## src/rtl/memory_arbiter.sv

```systemverilog
// Two-master RAM arbiter: instruction and data caches share one RAM port.
// Define ARB_STARVE_GUARD_EN to bound how long data traffic can block instruction reads.
module memory_arbiter #(
    parameter int WORD_W       = 32,
    parameter int STARVE_LIMIT = 4
) (
    input  logic              CLK,
    input  logic              RST,
    input  logic              iREN,
    input  logic [WORD_W-1:0] iaddr,
    output logic              iwait,
    output logic [WORD_W-1:0] iload,
    input  logic              dREN,
    input  logic              dWEN,
    input  logic [WORD_W-1:0] daddr,
    input  logic [WORD_W-1:0] dstore,
    output logic              dwait,
    output logic [WORD_W-1:0] dload,
    output logic              ramREN,
    output logic              ramWEN,
    output logic [WORD_W-1:0] ramaddr,
    output logic [WORD_W-1:0] ramstore,
    input  logic [WORD_W-1:0] ramload,
    input  logic [1:0]        ramstate,
    output logic [1:0]        grant
);

    localparam logic [1:0] RS_ACCESS = 2'd2;

    typedef enum logic [1:0] {
        IDLE = 2'b00,
        IGNT = 2'b01,
        DGNT = 2'b10
    } state_t;

    state_t r_state;
    state_t w_next;

    logic w_dreq;
    logic w_access;
    logic w_idone;
    logic w_ddone;
    logic w_force_i;

    assign w_dreq   = dREN | dWEN;
    assign w_access = (ramstate == RS_ACCESS);
    assign w_idone  = (r_state == IGNT) && w_access;
    assign w_ddone  = (r_state == DGNT) && w_access;

    assign iload = ramload;
    assign dload = ramload;
    assign grant = r_state;

`ifdef ARB_STARVE_GUARD_EN
    localparam int CW = $clog2(STARVE_LIMIT + 1);
    localparam logic [CW-1:0] LIMIT = CW'(STARVE_LIMIT);

    logic [CW-1:0] r_starve_cnt;

    // Counts finished data transfers that an instruction read sat through.
    always_ff @(posedge CLK) begin
        if (RST) begin
            r_starve_cnt <= '0;
        end else if (w_idone) begin
            r_starve_cnt <= '0;
        end else if ((r_state == IDLE) && !iREN) begin
            r_starve_cnt <= '0;
        end else if (w_ddone && iREN && (r_starve_cnt != LIMIT)) begin
            r_starve_cnt <= r_starve_cnt + 1'b1;
        end
    end

    assign w_force_i = iREN && (r_starve_cnt == LIMIT);
`else
    assign w_force_i = 1'b0;

    // The limit only matters with the guard; keep a sanity hook on it.
    if (STARVE_LIMIT < 1) begin : g_limit_unused
    end
`endif

    always_ff @(posedge CLK) begin
        if (RST) begin
            r_state <= IDLE;
        end else begin
            r_state <= w_next;
        end
    end

    always_comb begin
        w_next   = r_state;
        ramREN   = 1'b0;
        ramWEN   = 1'b0;
        ramaddr  = '0;
        ramstore = '0;
        iwait    = 1'b1;
        dwait    = 1'b1;
        if (RST) begin
            w_next = IDLE;
        end else begin
            unique case (r_state)
                IDLE: begin
                    if (w_force_i) begin
                        w_next = IGNT;
                    end else if (w_dreq) begin
                        w_next = DGNT;
                    end else if (iREN) begin
                        w_next = IGNT;
                    end
                end
                IGNT: begin
                    ramREN  = iREN;
                    ramaddr = iaddr;
                    iwait   = !w_access;
                    if (!iREN || w_access) begin
                        w_next = IDLE;
                    end
                end
                DGNT: begin
                    ramaddr  = daddr;
                    ramstore = dstore;
                    ramWEN   = dWEN;
                    ramREN   = dREN & ~dWEN;
                    dwait    = !w_access;
                    if (!w_dreq || w_access) begin
                        w_next = IDLE;
                    end
                end
                default: begin
                    w_next = IDLE;
                end
            endcase
        end
    end

endmodule

```

## config.mk

```make
export PLATFORM = sky130hd
export DESIGN_NAME = memory_arbiter
export DESIGN_NICKNAME = d
export VERILOG_FILES = /design/src/rtl/memory_arbiter.sv
export SDC_FILE = /design/constraint.sdc
export NUM_CORES = 1
export LEC_CHECK = 0
export CORE_AREA = 2 2 106 108
export CTS_CLUSTER_SIZE = 14
export DETAILED_ROUTE_END_ITERATION = 6
export DIE_AREA = 0 0 108 110
export PLACE_DENSITY = 0.59
export REMOVE_ABC_BUFFERS = 1
export SYNTH_ARGS = -nofsm -noshare
export SYNTH_HDL_FRONTEND = slang
export SYNTH_SLANG_ARGS = --single-unit
export TNS_END_PERCENT = 5
```

## constraint.sdc

```tcl
create_clock -name CLK -period 3.2 [get_ports CLK]
set_clock_uncertainty 0.05 [all_clocks]
set_input_delay 0.48 -clock CLK [delete_from_list [all_inputs] [get_ports CLK]]
set_output_delay 0.48 -clock CLK [all_outputs]
set_load 0.005 [all_outputs]
```

# Word level (Yosys, flattened, before mapping)
# Cells that the tools add are included.
[op_classes]
n_eq_ne = 6
muxes = 17
bitwise_logic = 3
n_reduce_logical = 7
[ops]
columns = ["op", "count"]
rows = [
  ["two-way mux 32 bit", 3],
  ["one-hot mux 32 bit (2 select lines)", 1],
  ["two-way mux 2 bit", 4],
  ["two-way mux 1 bit", 7],
  ["one-hot mux 2 bit (3 select lines)", 1],
  ["equality test 2 bit, second input constant", 2],
  ["inequality test 2 x 1 -> 1 bit, second input constant", 2],
  ["logical NOT 1 bit", 3],
  ["inequality test 3 bit, second input constant", 1],
  ["AND reduction 3 bit", 1],
  ["equality test 2 x 1 -> 1 bit, second input constant", 1],
  ["logical NOT 2 bit", 1],
  ["logical OR 1 bit", 2],
  ["one-hot mux 1 bit (2 select lines)", 1],
  ["AND 1 bit", 1],
  ["inverter 1 bit", 1],
  ["bitwise OR 1 bit", 1],
]
[word_totals]
ff_bits = 2
in_bits = 135
out_inout_bits = 134
word_cells = 34

# Depth between registers and ports, before layout
# Gate-level depths: netlist of the first run.
[logic_depth]
depth_word = 5
mapped_depth = 7
depth_no_buf = 6

# Worst setup path before layout of the first run
# Ideal clock, no wire load.
[synth_timing]
path_type = "reg-to-output"
start = "reg r_state[0] (netlist: grant[0])"
end = "out ramstore[22]"
arrival_time_ns = 1.241
t_required_ns = 2.670
slack_ns = 1.429
stages_incl_launch_ff = 7
path_buffers = 2
path_cell_list = "dfxtp_1 > inv_1 > ha_1 > buf_4 > and2b_4 > buf_2 > and2_1"
[synth_via]
elab_chain_len = 3
[synth_lines]
columns = ["element", "line_no", "rtl"]
rows = [
  ["from (decl)", "36", "state_t r_state;"],
  ["from (signal assigned)", "86", "r_state <= w_next;"],
  ["equality test 2 bit", "101", "unique case (r_state)"],
  ["two-way mux 32 bit", "101", ""],
  ["two-way mux 32 bit", "98", "if (RST) begin"],
  ["to (decl)", "22", "output logic [WORD_W-1:0] ramstore,"],
]
# Every way passes these cells.

# Worst setup path after layout of the first run
[layout_timing]
start = "reg r_state[0] (netlist: grant[0])"
end = "out ramstore[18]"
# Same word-level chain as after synthesis.

==> results.sh, run 1 <==
export IMPL_outcome="completed"
export IMPL_worstMarginPinSlew_ns=0.360
export IMPL_fmax_ghz=0.371
export IMPL_clk_pin_slew_ns=0.03
export IMPL_synthTopCellsByArea="buf_4, a22oi_1, and2_1, nor2_1, buf_2"
export IMPL_synth_compound_area_share_pct=20.9
export IMPL_final_util_pct=26.1
export IMPL_dr_pass1_iters=5
export IMPL_cp_required_ns=2.67
export IMPL_wire_per_inst_um=19.2
export IMPL_grt_max_degree=35
export IMPL_cts_sinks=2
export IMPL_antenna_found_initial=0
export IMPL_slowest_stage="clkdlybuf4s50_1"
export IMPL_initial_core_util_pct=12.8
export IMPL_maxCapViolCount=0
export IMPL_cts_buffer_depth=2
export IMPL_nNetsFinal=446
export IMPL_yosysTopAreaCell="buf_4"
export IMPL_yosysSeqAreaShare_pct=2.93
export IMPL_maxSlewHeadroom_pct=76.0
export IMPL_io_buffer_count=172
export IMPL_drive_gt1_share_pct=4.58
export IMPL_fin_crit_sh_pct=84.3
export IMPL_n_fill_cell=1168
export IMPL_synth_top_area_share_pct=35.7
export IMPL_drc=0
export IMPL_slowest_delay_ns=0.53
export IMPL_layout_common_cells="clkdlybuf4s50_1, nor2_1, and2_1"
export IMPL_clk_latency_ns=0.21
export IMPL_ctsHoldBuffers=0
export IMPL_grt_pass1_wl_mm=11.7
export IMPL_synth_adder_area_share_pct=2.74
export IMPL_irDropWorstVdd_mv=0.0776
export IMPL_finalWeightedCongestion=0.693
export IMPL_die_w_um=108
export IMPL_synthesis_instances=204
export IMPL_setup_tns_final_ns=0
export IMPL_hp_class="flip-flop to flip-flop"
export IMPL_n_antenna_cell=0
export IMPL_coreArea_mm2=0.0107
export IMPL_htreeDepth=1
export IMPL_detail_route_antenna_nets=0
export IMPL_drt_iter0_markers=98
export IMPL_worstPathArrival_ns=2.17
export IMPL_pwr_density_cell_mw_per_mm2=193
export IMPL_grt_pass1_vias=1888
export IMPL_die_area_mm2=0.0119
export IMPL_area_growth_pct=104
export IMPL_worstSetupStartpointType="flip-flop"
export IMPL_die_y_um=110
export IMPL_post_cts_setup_buffer_count=0
export IMPL_grt_ovfl_total=0
export IMPL_endpoint_kind="output pin"
export IMPL_cp_max_fo=34
export IMPL_clockRootBuffer="clkbuf_8"
export IMPL_grt_setup_unrepaired="false"
export IMPL_placementRows=38
export IMPL_wl_mm=8.57
export IMPL_final_common_cell="clkdlybuf4s50_1"
export IMPL_instances_no_fill=446
export IMPL_yosys_cell_types_count=23
export IMPL_cts_resized_gates=0
export IMPL_dp_hpwl_mm=6.93
export IMPL_synthXorXnorAreaFrac_pct=0
export IMPL_cts_buffers=3
export IMPL_grtUsageTotal_pct=13.4
export IMPL_cp_cell_sequence="inv_1 -> ha_1 -> buf_4 -> and2b_4 -> and2_1 -> clkdlybuf4s50_1"
export IMPL_synth_top_family_by_area="buffers and inverters"
export IMPL_yosysWarningCount=0
export IMPL_fin_crit_ns=2.70
export IMPL_io_pin_count=269
export IMPL_p_leak_nw=0.952
export IMPL_largest_reg_flops=2
export IMPL_criticalPathCategory="flip-flop to output pin"
export IMPL_syn_avg_cell_area_um2=6.70
export IMPL_netlist_area_mm2=0.00137
export IMPL_vias_per_cell=4.22
export IMPL_synth_mux_area_share_pct=0
export IMPL_setup_viol=0
export IMPL_report_final_hold_viol_count=0
export IMPL_dp_cells=443
export IMPL_synth_simple_area_share_pct=31.9
export IMPL_ys_seq_elements=2
export IMPL_cts_tree="done"
export IMPL_vias=1881
export IMPL_report_final_slew_viol_count=0
## worst max-delay path: cells and delay by family (launching register included)
| family | cells | cell delay [ns] |
|---|---|---|
| simple gates | 2 | 0.57 |
| buf+inv | 3 | 0.88 |
| fa+ha+maj | 1 | 0.17 |
| flops | 1 | 0.33 |
## cells by family (layout without fill, tap and decap cells)
logic type      after synthesis  count (layout)
buf+inv                      82             184
simple gates                 79              79
compound gates               38              38
fa+ha+maj                     3               3
flops                         2               2
## layer usage
layer | wire (µm) | vias to the layer above | part of all wire (%) | track usage, %
li1 | - | 819 | - | -
met1 | 3060 | 825 | 36 | 13.9
met2 | 3170 | 229 | 37 | 17.3
met3 | 2190 | 4 | 26 | 14.6
met4 | 31 | 4 | 0.36 | 2.11
met5 | 107 | - | 1.2 | 12.1
## metrics by stage
stage                     worst slack (ns)  area, µm²  hold WS [ns]  power (mW)
final                                0.503       2790         0.523       0.539
after global routing                 0.332       2790         0.558       0.582
after CTS                            0.465       2790         0.525       0.549
after detailed placement             0.502       2750         0.518       0.443
after global placement               0.521       2750         0.495       0.439
after floorplan                      0.965        815         0.472       0.173
## path summary, 6_finish.rpt
path	startpoint	to	slack, ns	cells after the start
min reg2reg	grant[1]	grant[1]	0.52	1
max	grant[0]	ramstore[18]	0.50	6
min	grant[1]	grant[1]	0.52	1
max reg2reg	grant[0]	grant[1]	1.67	7
## final cells by class
class,count,area [µm²],share of cell area (%)
inverter,4,15.0,0.538
multi-input combinational,120,759,27.2
sequential,2,40.0,1.43
tap,140,175,6.28
clock buffer,3,41.3,1.48
timing repair buffer,177,1760,63.0
## cells in the mapped netlist
| master | instances |
|---|---|
| buf_4 | 65 |
| nor2_1 | 34 |
| and2_1 | 33 |
| a22oi_1 | 32 |
| buf_2 | 13 |
| nand2_1 | 4 |
| ha_1 | 3 |
| inv_1 | 3 |
| dfxtp_1 | 2 |
| nand3_1 | 2 |
| a21oi_1 | 1 |
| a311oi_1 | 1 |
| a31o_1 | 1 |
| a31oi_1 | 1 |
| a32oi_1 | 1 |
| and2b_1 | 1 |
| and2b_4 | 1 |
| inv_2 | 1 |
| nand2b_4 | 1 |
| nand3b_4 | 1 |
| nor2_4 | 1 |
| nor4b_2 | 1 |
| o211ai_1 | 1 |
## power breakdown
group | total, mW | internal (mW) | switching, mW
logic | 0.406 | 0.250 | 0.156
clock network | 0.100 | 0.0796 | 0.0206
registers | 0.0328 | 0.0286 | 0.00414
Note: power is estimated with default switching activity, not from simulation.
==> run 2, diff against run 1 <==
--- a/config.mk
+++ b/config.mk
@@ -5,11 +5,11 @@
 export SDC_FILE = /design/constraint.sdc
 export NUM_CORES = 1
 export LEC_CHECK = 0
-export CORE_AREA = 2 2 106 108
+export CORE_AREA = 2 2 105 107
 export CTS_CLUSTER_SIZE = 14
 export DETAILED_ROUTE_END_ITERATION = 6
-export DIE_AREA = 0 0 108 110
-export PLACE_DENSITY = 0.59
+export DIE_AREA = 0 0 107 109
+export PLACE_DENSITY = 0.6
 export REMOVE_ABC_BUFFERS = 1
 export SYNTH_ARGS = -nofsm -noshare
 export SYNTH_HDL_FRONTEND = slang
==> constraint.sdc (replaced) <==
create_clock -name CLK -period 2.6 [get_ports CLK]
set_clock_uncertainty 0.05 [all_clocks]
set_input_delay 0.39 -clock CLK [delete_from_list [all_inputs] [get_ports CLK]]
set_output_delay 0.39 -clock CLK [all_outputs]
set_load 0.005 [all_outputs]
==> results.sh, run 2 (same netlist as run 1, synthesis figures left out) <==
export IMPL_p_int_mw=0.452
export IMPL_finalWeightedCongestion=0.737
export IMPL_setup_tns_final_ns=0
export IMPL_grt_max_degree=36
export IMPL_placementRows=38
export IMPL_maxCapViolCount=0
export IMPL_pwr_share_seq_pct=6.0
export IMPL_slowest_stage="clkdlybuf4s50_1"
export IMPL_worstSetupStartpointType="flip-flop"
export IMPL_min_delay_worst_endpoint="grant[0]"
export IMPL_grtUsageMet2_pct=16.7
export IMPL_grt_setup_unrepaired="false"
export IMPL_swShare_pct=32.9
export IMPL_htreeDepth=1
export IMPL_worstPathArrival_ns=1.95
export IMPL_busiest_layer="met2"
export IMPL_die_w_um=107
export IMPL_ff2ff_setup_slack_ns=1.05
export IMPL_worstHoldStart="RST"
export IMPL_n_antenna_cell=0
export IMPL_vias_per_cell=4.20
export IMPL_worst_hold_slack_ns=0.424
export IMPL_irDropWorstVdd_mv=0.0876
export IMPL_cp_buffers_inverters=2
export IMPL_report_final_slew_viol_count=0
export IMPL_n_fill_cell=1145
export IMPL_initial_core_util_pct=12.9
export IMPL_grt_pass1_vias=1880
export IMPL_io_buffer_count=172
export IMPL_cts_sinks=2
export IMPL_drive_gt1_share_pct=4.26
export IMPL_largest_reg_flops=2
export IMPL_r2r_end="grant[1]"
export IMPL_grt_util_met1_pct=14.9
export IMPL_wl_mm=8.29
export IMPL_timing_rr_start="grant[0]"
export IMPL_area_growth_pct=105
export IMPL_endpoint_kind="output pin"
export IMPL_drc=0
export IMPL_fmax_ghz=0.418
export IMPL_r2r_cells=7
export IMPL_io_pin_count=269
export IMPL_antenna_found_initial=0
export IMPL_setup_viol=0
export IMPL_cp_required_ns=2.16
export IMPL_cp_cell_sequence="inv_1 -> ha_1 -> and2b_4 -> and2_1 -> clkdlybuf4s50_1"
export IMPL_hold_depth=2
export IMPL_p_leak_nw=0.965
export IMPL_dp_hpwl_mm=6.66
export IMPL_switching_power_mw=0.221
export IMPL_use_met3_pct=12.6
export IMPL_maxSlewHeadroom_pct=81.0
export IMPL_coreArea_mm2=0.0106
export IMPL_clk_pin_slew_ns=0.03
export IMPL_grt_ovfl_total=0
export IMPL_worstMarginPinSlew_ns=0.285
export IMPL_pwr_density_cell_mw_per_mm2=239
export IMPL_p_clk_share_pct=18.3
export IMPL_hp_class="primary input to flip-flop"
export IMPL_cp_max_fo=34
export IMPL_die_area_mm2=0.0117
export IMPL_slowest_delay_ns=0.54
export IMPL_cts_buffer_depth=2
export IMPL_report_final_hold_viol_count=0
export IMPL_dr_pass1_iters=4
export IMPL_wire_per_inst_um=18.6
export IMPL_final_common_cell="clkdlybuf4s50_1"
export IMPL_combPwrFrac_pct=75.7
export IMPL_detail_route_antenna_nets=0
export IMPL_criticalPathCategory="flip-flop to output pin"
export IMPL_layout_common_cells="clkdlybuf4s50_1, nor2_1, and2_1"
export IMPL_clockRootBuffer="clkbuf_8"
export IMPL_outcome="completed"
export IMPL_die_y_um=109
export IMPL_vias=1871
export IMPL_drt_iter0_markers=89
export IMPL_grt_pass1_wl_mm=11.4
export IMPL_clk_latency_ns=0.21
export IMPL_cts_buffers=3
export IMPL_post_cts_setup_buffer_count=0
export IMPL_nNetsFinal=445
export IMPL_fin_crit_ns=2.39
export IMPL_fin_crit_sh_pct=92.0
export IMPL_grtUsageTotal_pct=13.0
export IMPL_cts_tree="done"
export IMPL_path_delay_family="buffers and inverters"
## run 2: changes by cell type in the layout (fill, tap and decap cells not counted), sizes merged
cell           delta
clkdlybuf4s50     -1
buf               -1
dlymetal6s2s      +1
## run 2: worst register-to-register path, stage by stage (launching register included)
cell	delay (ns)
dfxtp_1	0.38
inv_1	0.08
ha_1	0.26
buf_12	0.19
a21oi_1	0.14
nor2_1	0.07
nor4b_2	0.21
a31o_1	0.12
## run 2: repair_timing
item / CTS / global route
hold buffers: 0 / 0
endpoints found under the setup margin: 0 / 3
gates resized for setup: 0 / 1
## run 2: per-layer routing
metal | vias to the layer above | wire length (µm)
li1 | 820 | -
met3 | 6 | 1720
met5 | - | 80
met1 | 832 | 3230
met2 | 209 | 3230
met4 | 4 | 37
## run 2: power groups by stage
| stage | clock network (mW) | registers [mW] | logic (mW) |
|---|---|---|---|
| after floorplan | 0 | 0.0396 | 0.174 |
| after detailed placement | 0 | 0.0411 | 0.512 |
| after CTS | 0.128 | 0.0408 | 0.516 |
| final | 0.123 | 0.0404 | 0.509 |
| after global routing | 0.129 | 0.0417 | 0.553 |
| after global placement | 0 | 0.0412 | 0.509 |
## run 2: how the worst max path moves through the flow
| stage | start | to | slack (ns) | cells after the start |
|---|---|---|---|---|
| final | grant[0] | ramstore[14] | 0.21 | 5 |
| after global routing | grant[1] | ramstore[14] | 0.06 | 4 |
| after CTS | RST | ramstore[19] | 0.09 | 4 |
| after detailed placement | RST | ramstore[19] | 0.1 | 4 |
| after global placement | RST | ramstore[19] | 0.11 | 4 |
| after floorplan | grant[0] | ramWEN | 0.46 | 4 |
## run 2: metrics by stage
stage          utilization (%)  total power [mW]  area [µm²]  setup slack (ns)  instances
2_1_floorplan                -             0.213         815             0.455        126
3_3_place_gp              26.1             0.551        2770             0.108        442
3_5_place_dp              26.1             0.553        2770            0.0971        442
4_1_cts                   26.5             0.686        2810            0.0886        445
5_1_grt                   26.5             0.724        2810            0.0627        445
6_report                  26.5             0.673        2810             0.208        445
## run 2: final cells by class
cell class	instances	area, µm²	area share (%)
multi-input combinational	120	759	27.0
inverter	4	15.0	0.534
timing repair buffer	176	1780	63.3
tap	140	175	6.23
sequential	2	40.0	1.42
clock buffer	3	41.3	1.47
